## src/rtl/i2s_receiver_pkg.sv

```systemverilog
// Shared types and helpers for the I2S receiver.
package i2s_receiver_pkg;

  typedef logic [5:0] bitcnt_t;

  typedef enum logic [1:0] {
    IDLE  = 2'd0,
    LEFT  = 2'd1,
    RIGHT = 2'd2
  } i2s_rx_state_t;

  localparam bitcnt_t BITCNT_MAX = 6'd63;

  // Bit counter increment that sticks at BITCNT_MAX.
  function automatic bitcnt_t bitcnt_inc(input bitcnt_t c);
    return (c == BITCNT_MAX) ? c : c + 6'd1;
  endfunction

endpackage

```

## src/rtl/i2s_receiver_if.sv

```systemverilog
// I2S serial lines in, parallel stereo words out.
//
// Handshake: there is no back-pressure. valid is a single-clk pulse that
// marks a new {left, right} word on data; data and bitnum hold until the
// next valid. err is a single-clk pulse and is never high together with valid.
interface i2s_receiver_if #(parameter int WIDTH = 24);
  import i2s_receiver_pkg::*;

  logic                 i2s_bck;
  logic                 i2s_lrck;
  logic                 i2s_data;
  logic [2*WIDTH-1:0]   data;
  logic                 valid;
  bitcnt_t              bitnum;
  logic                 lock;
  logic                 err;

  modport master (
    output i2s_bck, i2s_lrck, i2s_data,
    input  data, valid, bitnum, lock, err
  );

  modport slave (
    input  i2s_bck, i2s_lrck, i2s_data,
    output data, valid, bitnum, lock, err
  );

endinterface

```

## src/rtl/i2s_receiver_sync_edge.sv

```systemverilog
// Two-flop synchroniser with a third stage for edge detection and a
// registered output. EDGE = 0 gives the synchronised level, 1 a rising-edge
// pulse, 2 a falling-edge pulse. Every mode has the same latency, so a level
// instance and an edge instance stay cycle-aligned.
module i2s_receiver_sync_edge #(
  parameter int W    = 1,
  parameter int EDGE = 0
) (
  input  logic         clk,
  input  logic         rst,
  input  logic [W-1:0] d,
  output logic [W-1:0] q
);

  logic [W-1:0] s1, s2, s3;

  // Synchroniser chain plus registered level / edge output.
  always_ff @(posedge clk or posedge rst) begin
    if (rst) begin
      s1 <= '0;
      s2 <= '0;
      s3 <= '0;
      q  <= '0;
    end else begin
      s1 <= d;
      s2 <= s1;
      s3 <= s2;
      if (EDGE == 1)      q <= s2 & ~s3;
      else if (EDGE == 2) q <= ~s2 & s3;
      else                q <= s2;
    end
  end

endmodule

```

## src/rtl/i2s_receiver.sv

```systemverilog
// I2S deserialiser: oversamples bck/lrck/data, assembles left/right words,
// checks that both channels carry the same bit count and tracks lock.
module i2s_receiver
  import i2s_receiver_pkg::*;
#(
  parameter int WIDTH   = 24,
  parameter int TIMEOUT = 1024,
  parameter int LOCK_FR = 2
) (
  input  logic           clk,
  input  logic           reset,
  i2s_receiver_if.slave  bus,
  output i2s_rx_state_t  dbg_state
);

  localparam int TW = $clog2(TIMEOUT + 1);
  localparam int GW = $clog2(LOCK_FR + 1);
  localparam logic [TW-1:0] TMO_LIMIT = TW'(TIMEOUT);
  localparam logic [GW-1:0] GOOD_MAX  = GW'(LOCK_FR);

  logic          tick;
  logic [1:0]    lines;
  logic          lrck_s, data_s;

  i2s_receiver_sync_edge #(.W(1), .EDGE(1)) u_bck (
    .clk (clk), .rst (reset), .d (bus.i2s_bck), .q (tick)
  );

  i2s_receiver_sync_edge #(.W(2), .EDGE(0)) u_lines (
    .clk (clk), .rst (reset), .d ({bus.i2s_lrck, bus.i2s_data}), .q (lines)
  );

  assign lrck_s = lines[1];
  assign data_s = lines[0];

  i2s_rx_state_t       state, state_d;
  logic                lrck_prev;
  logic [WIDTH-1:0]    word, word_cap, word_l;
  bitcnt_t             cnt, cnt_inc, cnt_l;
  logic [GW-1:0]       good, good_inc;
  logic [TW-1:0]       tmo;
  logic [2*WIDTH-1:0]  data_q;
  bitcnt_t             bitnum_q;
  logic                valid_q, err_q, lock_q;
  logic                timeout, boundary;
  logic                latch_l, frame_ok, frame_bad;

  assign timeout  = (tmo == TMO_LIMIT);
  assign boundary = lrck_s ^ lrck_prev;
  assign cnt_inc  = bitcnt_inc(cnt);
  assign good_inc = (good == GOOD_MAX) ? good : good + 1'b1;

  // Current word with this tick's bit written in; bits past WIDTH fall off.
  always_comb begin
    word_cap = word;
    for (int i = 0; i < WIDTH; i++) begin
      if (int'(cnt) == WIDTH - 1 - i) word_cap[i] = data_s;
    end
  end

  // Channel FSM: next state plus the latch / frame-result strobes.
  always_comb begin
    state_d   = state;
    latch_l   = 1'b0;
    frame_ok  = 1'b0;
    frame_bad = 1'b0;
    if (timeout) begin
      state_d = IDLE;
    end else if (tick && boundary) begin
      case (state)
        IDLE:  if (!lrck_s) state_d = LEFT;
        LEFT:  if (lrck_s) begin
                 state_d = RIGHT;
                 latch_l = 1'b1;
               end
        RIGHT: if (!lrck_s) begin
                 state_d = LEFT;
                 if (cnt_inc == cnt_l) frame_ok  = 1'b1;
                 else                  frame_bad = 1'b1;
               end
        default: state_d = IDLE;
      endcase
    end
  end

  // FSM state register.
  always_ff @(posedge clk or posedge reset) begin
    if (reset) state <= IDLE;
    else       state <= state_d;
  end

  // Capture, counters, frame outputs, lock and timeout.
  always_ff @(posedge clk or posedge reset) begin
    if (reset) begin
      lrck_prev <= 1'b0;
      word      <= '0;
      cnt       <= '0;
      word_l    <= '0;
      cnt_l     <= '0;
      good      <= '0;
      tmo       <= '0;
      data_q    <= '0;
      bitnum_q  <= '0;
      valid_q   <= 1'b0;
      err_q     <= 1'b0;
      lock_q    <= 1'b0;
    end else begin
      valid_q <= 1'b0;
      err_q   <= 1'b0;
      if (timeout) begin
        // Stream stalled: drop lock and any partial word; data/bitnum hold.
        tmo    <= '0;
        good   <= '0;
        lock_q <= 1'b0;
        word   <= '0;
        cnt    <= '0;
      end else if (tick) begin
        tmo       <= '0;
        lrck_prev <= lrck_s;
        if (boundary) begin
          word <= '0;
          cnt  <= '0;
        end else begin
          word <= word_cap;
          cnt  <= cnt_inc;
        end
        if (latch_l) begin
          word_l <= word_cap;
          cnt_l  <= cnt_inc;
        end
        if (frame_bad) begin
          err_q  <= 1'b1;
          good   <= '0;
          lock_q <= 1'b0;
        end else if (frame_ok) begin
          data_q   <= {word_l, word_cap};
          bitnum_q <= cnt_inc;
          valid_q  <= 1'b1;
          good     <= good_inc;
          if (good_inc == GOOD_MAX) lock_q <= 1'b1;
        end
      end else begin
        tmo <= tmo + 1'b1;
      end
    end
  end

  assign bus.data   = data_q;
  assign bus.valid  = valid_q;
  assign bus.bitnum = bitnum_q;
  assign bus.lock   = lock_q;
  assign bus.err    = err_q;
  assign dbg_state  = state;

endmodule
```

## src/flat_wrapper.sv

```systemverilog
// flat-port wrapper written by rule: the top's interface ports become plain ports
module i2s_receiver_flat import i2s_receiver_pkg::*;
#(
  parameter int WIDTH   = 24,
  parameter int TIMEOUT = 1024,
  parameter int LOCK_FR = 2
)
  (clk, reset, dbg_state, bus_i2s_bck, bus_i2s_lrck, bus_i2s_data, bus_data, bus_valid, bus_bitnum, bus_lock, bus_err);
  i2s_receiver_if #(.WIDTH(WIDTH)) bus_i ();
  input  logic clk;
  input  logic reset;
  output i2s_rx_state_t dbg_state;
  input wire logic [$bits(bus_i.i2s_bck)-1:0] bus_i2s_bck;
  input wire logic [$bits(bus_i.i2s_lrck)-1:0] bus_i2s_lrck;
  input wire logic [$bits(bus_i.i2s_data)-1:0] bus_i2s_data;
  output wire logic [$bits(bus_i.data)-1:0] bus_data;
  output wire logic [$bits(bus_i.valid)-1:0] bus_valid;
  output wire logic [$bits(bus_i.bitnum)-1:0] bus_bitnum;
  output wire logic [$bits(bus_i.lock)-1:0] bus_lock;
  output wire logic [$bits(bus_i.err)-1:0] bus_err;
  assign bus_i.i2s_bck = bus_i2s_bck;
  assign bus_i.i2s_lrck = bus_i2s_lrck;
  assign bus_i.i2s_data = bus_i2s_data;
  assign bus_data = bus_i.data;
  assign bus_valid = bus_i.valid;
  assign bus_bitnum = bus_i.bitnum;
  assign bus_lock = bus_i.lock;
  assign bus_err = bus_i.err;
  i2s_receiver #(.WIDTH(WIDTH), .TIMEOUT(TIMEOUT), .LOCK_FR(LOCK_FR)) u_core (.clk(clk), .reset(reset), .bus(bus_i), .dbg_state(dbg_state));
endmodule
```

## config.mk

```make
export PLATFORM = sky130hd
export DESIGN_NAME = i2s_receiver_flat
export DESIGN_NICKNAME = d
export VERILOG_FILES = /design/src/rtl/i2s_receiver_pkg.sv /design/src/rtl/i2s_receiver_if.sv /design/src/rtl/i2s_receiver_sync_edge.sv /design/src/rtl/i2s_receiver.sv /design/src/flat_wrapper.sv
export SDC_FILE = /design/constraint.sdc
export NUM_CORES = 1
export LEC_CHECK = 0
export BUFFER_PORTS_ARGS = -buffer_cell sky130_fd_sc_hd__buf_2
export CORE_UTILIZATION = 30
export CTS_CLUSTER_SIZE = 20
export DETAILED_ROUTE_END_ITERATION = 12
export HOLD_SLACK_MARGIN = 0.1
export PLACE_DENSITY_LB_ADDON = 0.3
export SYNTH_ARGS = -nofsm -noshare
export SYNTH_HDL_FRONTEND = slang
export SYNTH_SLANG_ARGS = --single-unit
```

## constraint.sdc

```tcl
create_clock -name clk -period 5.6 [get_ports clk]
set_input_delay 1.4 -clock clk [delete_from_list [all_inputs] [get_ports clk]]
set_output_delay 1.4 -clock clk [all_outputs]
set_load 0.01 [all_outputs]
```

# ---- Word-level counts from Yosys, hierarchy flattened
# Cells that the tools add are included.
dict set report classes {
  n_addsub 3
  n_bitwise 5
  reduce_logical 14
  mux 69
  n_eq_ne 32
}
# op n
set ops {}
lappend ops {{$mux 24} 3}
lappend ops {{$eq 6x6->1 const B} 9}
lappend ops {{$mux 1} 50}
lappend ops {{$eq 6x5->1 const B} 8}
lappend ops {{$eq 6x4->1 const B} 4}
lappend ops {{$mux 6} 4}
lappend ops {{$mux 11} 2}
lappend ops {{$mux 2} 9}
lappend ops {{$eq 6x3->1 const B} 2}
lappend ops {{$add 11x1->11 const B} 1}
lappend ops {{$eq 11x11->1 const B} 1}
lappend ops {{$reduce_and 3->1} 3}
lappend ops {{$add 6x1->6 const B} 1}
lappend ops {{$eq 2x2->1 const B} 3}
lappend ops {{$eq 6x2->1 const B} 1}
lappend ops {{$eq 6x6->1} 1}
lappend ops {{$logic_not 6->1} 1}
lappend ops {{$ne 3x2->1 const B} 2}
lappend ops {{$reduce_bool 3->1} 2}
lappend ops {{$pmux 2 s2} 1}
lappend ops {{$reduce_and 2->1} 2}
lappend ops {{$reduce_and 4->1} 1}
lappend ops {{$reduce_bool 2->1} 2}
lappend ops {{$not 1->1} 3}
lappend ops {{7 further kinds} 7}
dict set report totals {
  word_cells 143
  register_bits 143
  out_inout_bits 59
  input_bits 5
}

# ---- Logic depth before layout (Yosys ltp)
dict set report depth {
  ltp_word 12
  depth_mapped 10
  mapped_depth_nobuf 7
}

# ---- By module
# From an unflattened synthesis, not the netlist that was laid out.
dict set report unflattened {
  hier_cells 565
  hier_area_um2 6271.0
}
# module cells_each area_per_inst_um2 instances
set by_module_without_submodules {}
lappend by_module_without_submodules {i2s_receiver 552 5999.5 1}
lappend by_module_without_submodules {{i2s_receiver_sync_edge (u_core.u_lines)} 7 153.9 1}
lappend by_module_without_submodules {{i2s_receiver_sync_edge (u_core.u_bck)} 6 117.6 1}

# ---- Worst setup path before layout
# OpenSTA, ideal clock, no wires.
dict set report synth_path {
  kind {register to register}
  start {reg u_core.cnt[1]}
  end {reg u_core.data_q[10], in the netlist u_core.bus.data[10]}
  setup_time_ns 0.125
  arrival_time_ns 2.446
  setup_slack_ns 3.029
  synth_period_minus_slack_ns 2.571
  required_time_ns 5.475
  path_stages_with_launch 10
  path_buffers 3
  cell_sequence {dfrtp_1 -> ha_1 -> and3_1 -> buf_2 -> mux2_2 -> mux2_1 -> nor4b_1 -> buf_6 -> buf_6 -> mux2_4}
}
dict set report synth_via {
  elab_chain_len 10
}
# item line_no
set synth_lines {}
lappend synth_lines {{start: declaration} i2s_receiver.sv:39} ;# bitcnt_t cnt, cnt_inc, cnt_l;
lappend synth_lines {{start signal: assignment} i2s_receiver.sv:125} ;# cnt <= cnt_inc;
lappend synth_lines {{$add 6x1->6 or $eq 6x6->1 (tied branches)} i2s_receiver_pkg.sv:16} ;# return (c == BITCNT_MAX) ? c : c + 6'd1;
lappend synth_lines {{$mux 6} i2s_receiver_pkg.sv:16}
lappend synth_lines {{$eq 6x6->1} i2s_receiver.sv:78} ;# if (cnt_inc == cnt_l) frame_ok = 1'b1;
lappend synth_lines {{$mux 1} i2s_receiver.sv:78}
lappend synth_lines {{$mux 1} i2s_receiver.sv:76} ;# RIGHT: if (!lrck_s) begin
lappend synth_lines {{$mux 1} i2s_receiver.sv:70} ;# case (state)
lappend synth_lines {{$mux 1} i2s_receiver.sv:69} ;# end else if (tick && boundary) begin
lappend synth_lines {{$mux 1} i2s_receiver.sv:67} ;# if (timeout) begin
lappend synth_lines {{$not 1->1 (no line)} n/a}
lappend synth_lines {{$reduce_and 4->1 (no line)} n/a}
lappend synth_lines {{end signal: assignment} i2s_receiver.sv:136} ;# data_q <= {word_l, word_cap};
lappend synth_lines {{end: declaration} i2s_receiver.sv:42} ;# logic [2*WIDTH-1:0] data_q;
# Parallel ways exist; a longest one is shown, timed or not.
# A chain may end at the register's enable or synchronous reset.

# ---- Worst setup path after layout
dict set report layout_path {
  start {reg u_core.cnt[0]}
  end {reg u_core.data_q[46], in the netlist u_core.bus.data[46]}
}
dict set report layout_via {
  elab_chain_len 10
}
# item line_no
set layout_lines {}
lappend layout_lines {{$add 6x1->6 or $eq 6x6->1 (tied branches)} i2s_receiver_pkg.sv:16}
lappend layout_lines {{$mux 6 (*)} i2s_receiver_pkg.sv:16}
lappend layout_lines {{$eq 6x6->1 (*)} i2s_receiver.sv:78}
lappend layout_lines {{$mux 1} i2s_receiver.sv:78}
lappend layout_lines {{$mux 1} i2s_receiver.sv:76}
lappend layout_lines {{$mux 1} i2s_receiver.sv:70}
lappend layout_lines {{$mux 1} i2s_receiver.sv:69}
lappend layout_lines {{$mux 1} i2s_receiver.sv:67}
lappend layout_lines {{$not 1->1 (no line)} n/a}
lappend layout_lines {{$reduce_and 4->1 (no line) (*)} n/a}
# Mark *: on every way between the ends. The rest lies on a longest branch, timed or not.

==> results.md <==
* Power Internal at between 1500 and 2000 µW
* Worst Setup Start Kind: flop
* First-pass GRT wire length at between 20 and 25 mm
* Post-synth EDFFs at 0
* Post-Synth XOR/XNOR Area at around 2.0%
* Iter 0 DRT Violations at 210
* Final setup vio count at 0
* Hold/Removal Path Class: reg2reg
* Most common cell after layout, fill and taps aside: dfrtp_1
* Synth unique cells at 53
* FF-to-FF End: u_core.bus.data[46]$_DFFE_PP0P_
* Largest family of logic cells by synthesized area: multiplexers
* Min cycle time layout at ~3.1 ns
* H-tree levels at 4
* Total CTS buffers at 17
* Register area share after synthesis at 54.8%
* Pre-CTS setup slack at roughly 2.5 ns
* Simple-gate share of the synthesized area at between 10% and 20%
* Part of the cycle the worst path needs at between 50% and 60%
* Final worst setup slack at between 2 and 3 ns
* Clock Skews at between 0.009 and 0.01 ns
* Critical path peak fanout at 32
* I/O pins at between 60 and 70
* Switching share of power at between 20% and 30%
* I/O Buffers at 63
* WP data required at between 5 and 6 ns
* Cells after synthesis at approximately 560
* CP Class: reg2reg
* Root Driver: clkbuf_16
* Initial antenna violation count at 0
* Status: finished, final reports clean
* Cell taking the most area after synthesis: dfrtp_1
* Worst hold path stage count at 0
* Filler cell count at 2061
* Final #Nets at approximately 620
* Core area at 0.0212 mm²
* Post-synthesis adder-cell area fraction at approximately 1.5%
* DRC at 0
* Fin cells at slightly below 900
* Via density at about 4.7
* Routed WL per cell at 15.3 µm
* Chip height at 150 µm
* Mux cell area share after synthesis at around 18%
* Critical Path AT at 3.39 ns
* Register area at 0.00358 mm²
* Most frequent cells in the layout: dfrtp_1 (143), buf_2 (63), o21ai_0 (52)
* Clock share of power at between 40% and 50%
* Setup tns final at 0 ns
* Number of inserted diodes at 0
* Power Density at around 340 mW/mm²
* Hold Crit Start: u_core.u_lines.s1[0]$_DFF_PP0_
* Syn_nets at roughly 570
* Vias in the first global route at ~4400
* Most used DFF post-synth: dfrtp_1
* Design area at approximately 0.0076 mm²
* Maximum VDD drop at around 0.22 mV
* Multi-input gate area at around 0.0027 mm²
* Clock transition at path regs at 0.06 ns
* Slew margin rel. at between 30% and 40%
* Slew Viols, Final at 0
* GRT Overall Usage at about an eighth
* Clk_lat worst skew at about 0.42 ns
* Hold EP: u_core.u_lines.s2[0]$_DFF_PP0_
* Synth Cell Area at roughly 0.0065 mm²
* Fmax at approximately 320 MHz
* Max cap viols at 0
* Least-Margin Pin Slew at between 1 and 1.5 ns
* Cells after DPL at between 800 and 900
* FF-to-FF path depth at 7
* Sequential share of power at between 40 and 50%
* Row count at 53
* Layout cells sized above 1 at approximately 28%
* Min Hold Slack at 0.349 ns
* Avg Cell Area, Syn at 11.7 µm²
* CP endpoint kind: flop
* Drt first pass iters at 4
* Compound-Gate Fraction of Synth Area at under 10%
* Pin count of the biggest net entering global routing at between 100 and 150
* Initial Util at between 30% and 40%
* Die width at about 150 µm
* Synth Warn # at 0
* Total gr overflow at 0
* Post-CTS Hold Buffers at 0
* Final Hold Fails at 0
* Logic gate share of total power at a little under an eighth
* Unrepaired setup endpoints after global routing: no
* CTS sink cnt at between 100 and 150
* Antenna-violating nets left at 0
* P_leak at about 0.0037 µW
* RD Place Congestion at about 0.84
* Setup Buffers After CTS at 0
* Final WL at about 14 mm
* Share of the synthesized area in the top cell type at a little over half
* Dpl cell area at 0.00705 mm²
* R2r setup slk at about 2.5 ns
* Synth top area cells: dfrtp_1 (55%), mux2_4 (7.8%), mux2_2 (5.5%)
* Syn-to-layout area delta at 17.0%
* Die Area at approximately 0.022 mm²
* Post_cts resized at 0
* Clk buf depth at 2
* Sw Pwr at roughly 700 µW
* Flops & latches, synth at 143
* CTS tree: done
* DPL Wire Length at between 9 and 10 mm
* Reg2reg start: u_core.cnt[0]$_DFFE_PP0P_
* DR vias at 4191
* Async S/R FF share, synth at 100%
==> synth_stat cells, types with 2 or more instances <==
master and instances:
nor3_1 3, buf_6 5, o22ai_1 2, and3_1 10, o21ai_1 5, and3b_1 3, mux2_2 32, a32o_1 4
mux2i_1 28, buf_4 2, or2_2 3, nand2b_1 2, and2_1 6, nand2_1 47, mux2_4 34, buf_2 9
a22o_1 2, xor2_1 7, nand3b_1 4, ha_1 8, nand3_1 20, dfrtp_1 143, xnor2_1 8, a21oi_1 17
nor2b_1 8, nor2_1 18, clkbuf_1 19, o21ai_0 52, o211a_1 3, inv_1 28, and4_1 2
==> critical path: stages, from the launching register on <==
cell and delay (ns):
dfrtp_1 0.55, ha_1 0.32, and3_1 0.28, mux2_2 0.39, mux2_1 0.25, nor4b_2 0.24, buf_4 0.52, mux2_2 0.40
==> routing by layer <==
metal,track usage [%],wire length (µm),vias up
li1,-,-,2014
met1,17.1,6520,2104
met2,20.9,6590,62
met3,3.41,423,11
met4,3.98,153,0
met5,0,0,-
==> sequential cells by signal, indices dropped and copies added, names as in the netlist, 2 cells and up <==
name	cells
u_core.dbg_state	2
u_core.cnt	6
u_core.u_lines.q	2
u_core.u_lines.s2	2
u_core.bus.data	48
u_core.tmo	11
u_core.u_lines.s1	2
u_core.word	24
u_core.cnt_l	6
u_core.bus.bitnum	6
u_core.good	2
u_core.word_l	24
==> cell families after synthesis <==
| group | after synthesis |
|---|---|
| adder cells (fa/ha/maj) | 8 |
| AO/OA/AOI/OAI | 96 |
| multiplexers | 95 |
| XOR/XNOR | 15 |
| buffers and inverters | 65 |
| flip-flops | 143 |
| AND/OR/NAND/NOR | 134 |
==> worst max-delay path by stage <==
stage,start,to
after floorplan,reset,u_core.bus.bitnum[0]$_DFFE_PP0P_
after global placement,u_core.cnt[0]$_DFFE_PP0P_,u_core.bus.bitnum[3]$_DFFE_PP0P_
after detailed placement,u_core.cnt[0]$_DFFE_PP0P_,u_core.bus.bitnum[3]$_DFFE_PP0P_
after CTS,u_core.cnt[0]$_DFFE_PP0P_,u_core.bus.bitnum[3]$_DFFE_PP0P_
after global routing,u_core.cnt[0]$_DFFE_PP0P_,u_core.bus.data[46]$_DFFE_PP0P_
final,u_core.cnt[0]$_DFFE_PP0P_,u_core.bus.data[46]$_DFFE_PP0P_
==> through the flow <==
stage          util [%]  total power [µW]
6_report           36.1              2570
2_1_floorplan         -              1370
4_1_cts            36.1              2610
5_1_grt            36.1              2690
3_3_place_gp       33.3              1460
3_5_place_dp       33.3              1480
==> power by group through the flow <==
stage	Sequential [µW]	Combinational [µW]	Clock, µW
finish	1160	298	1110
global placement	1170	291	0
global route	1170	339	1180
floorplan	1160	211	0
detailed placement	1180	302	0
CTS	1160	304	1140
==> cell type report <==
cell class | count | area share, %
Multi-Input combinational cell | 348 | 34.9
Timing Repair Buffer | 68 | 4.62
Tap cell | 275 | 4.50
Sequential cell | 143 | 46.8
Inverter | 28 | 1.44
Clock inverter | 15 | 2.13
Clock buffer | 17 | 5.57
No activity file was read; power rests on OpenSTA's default activity.
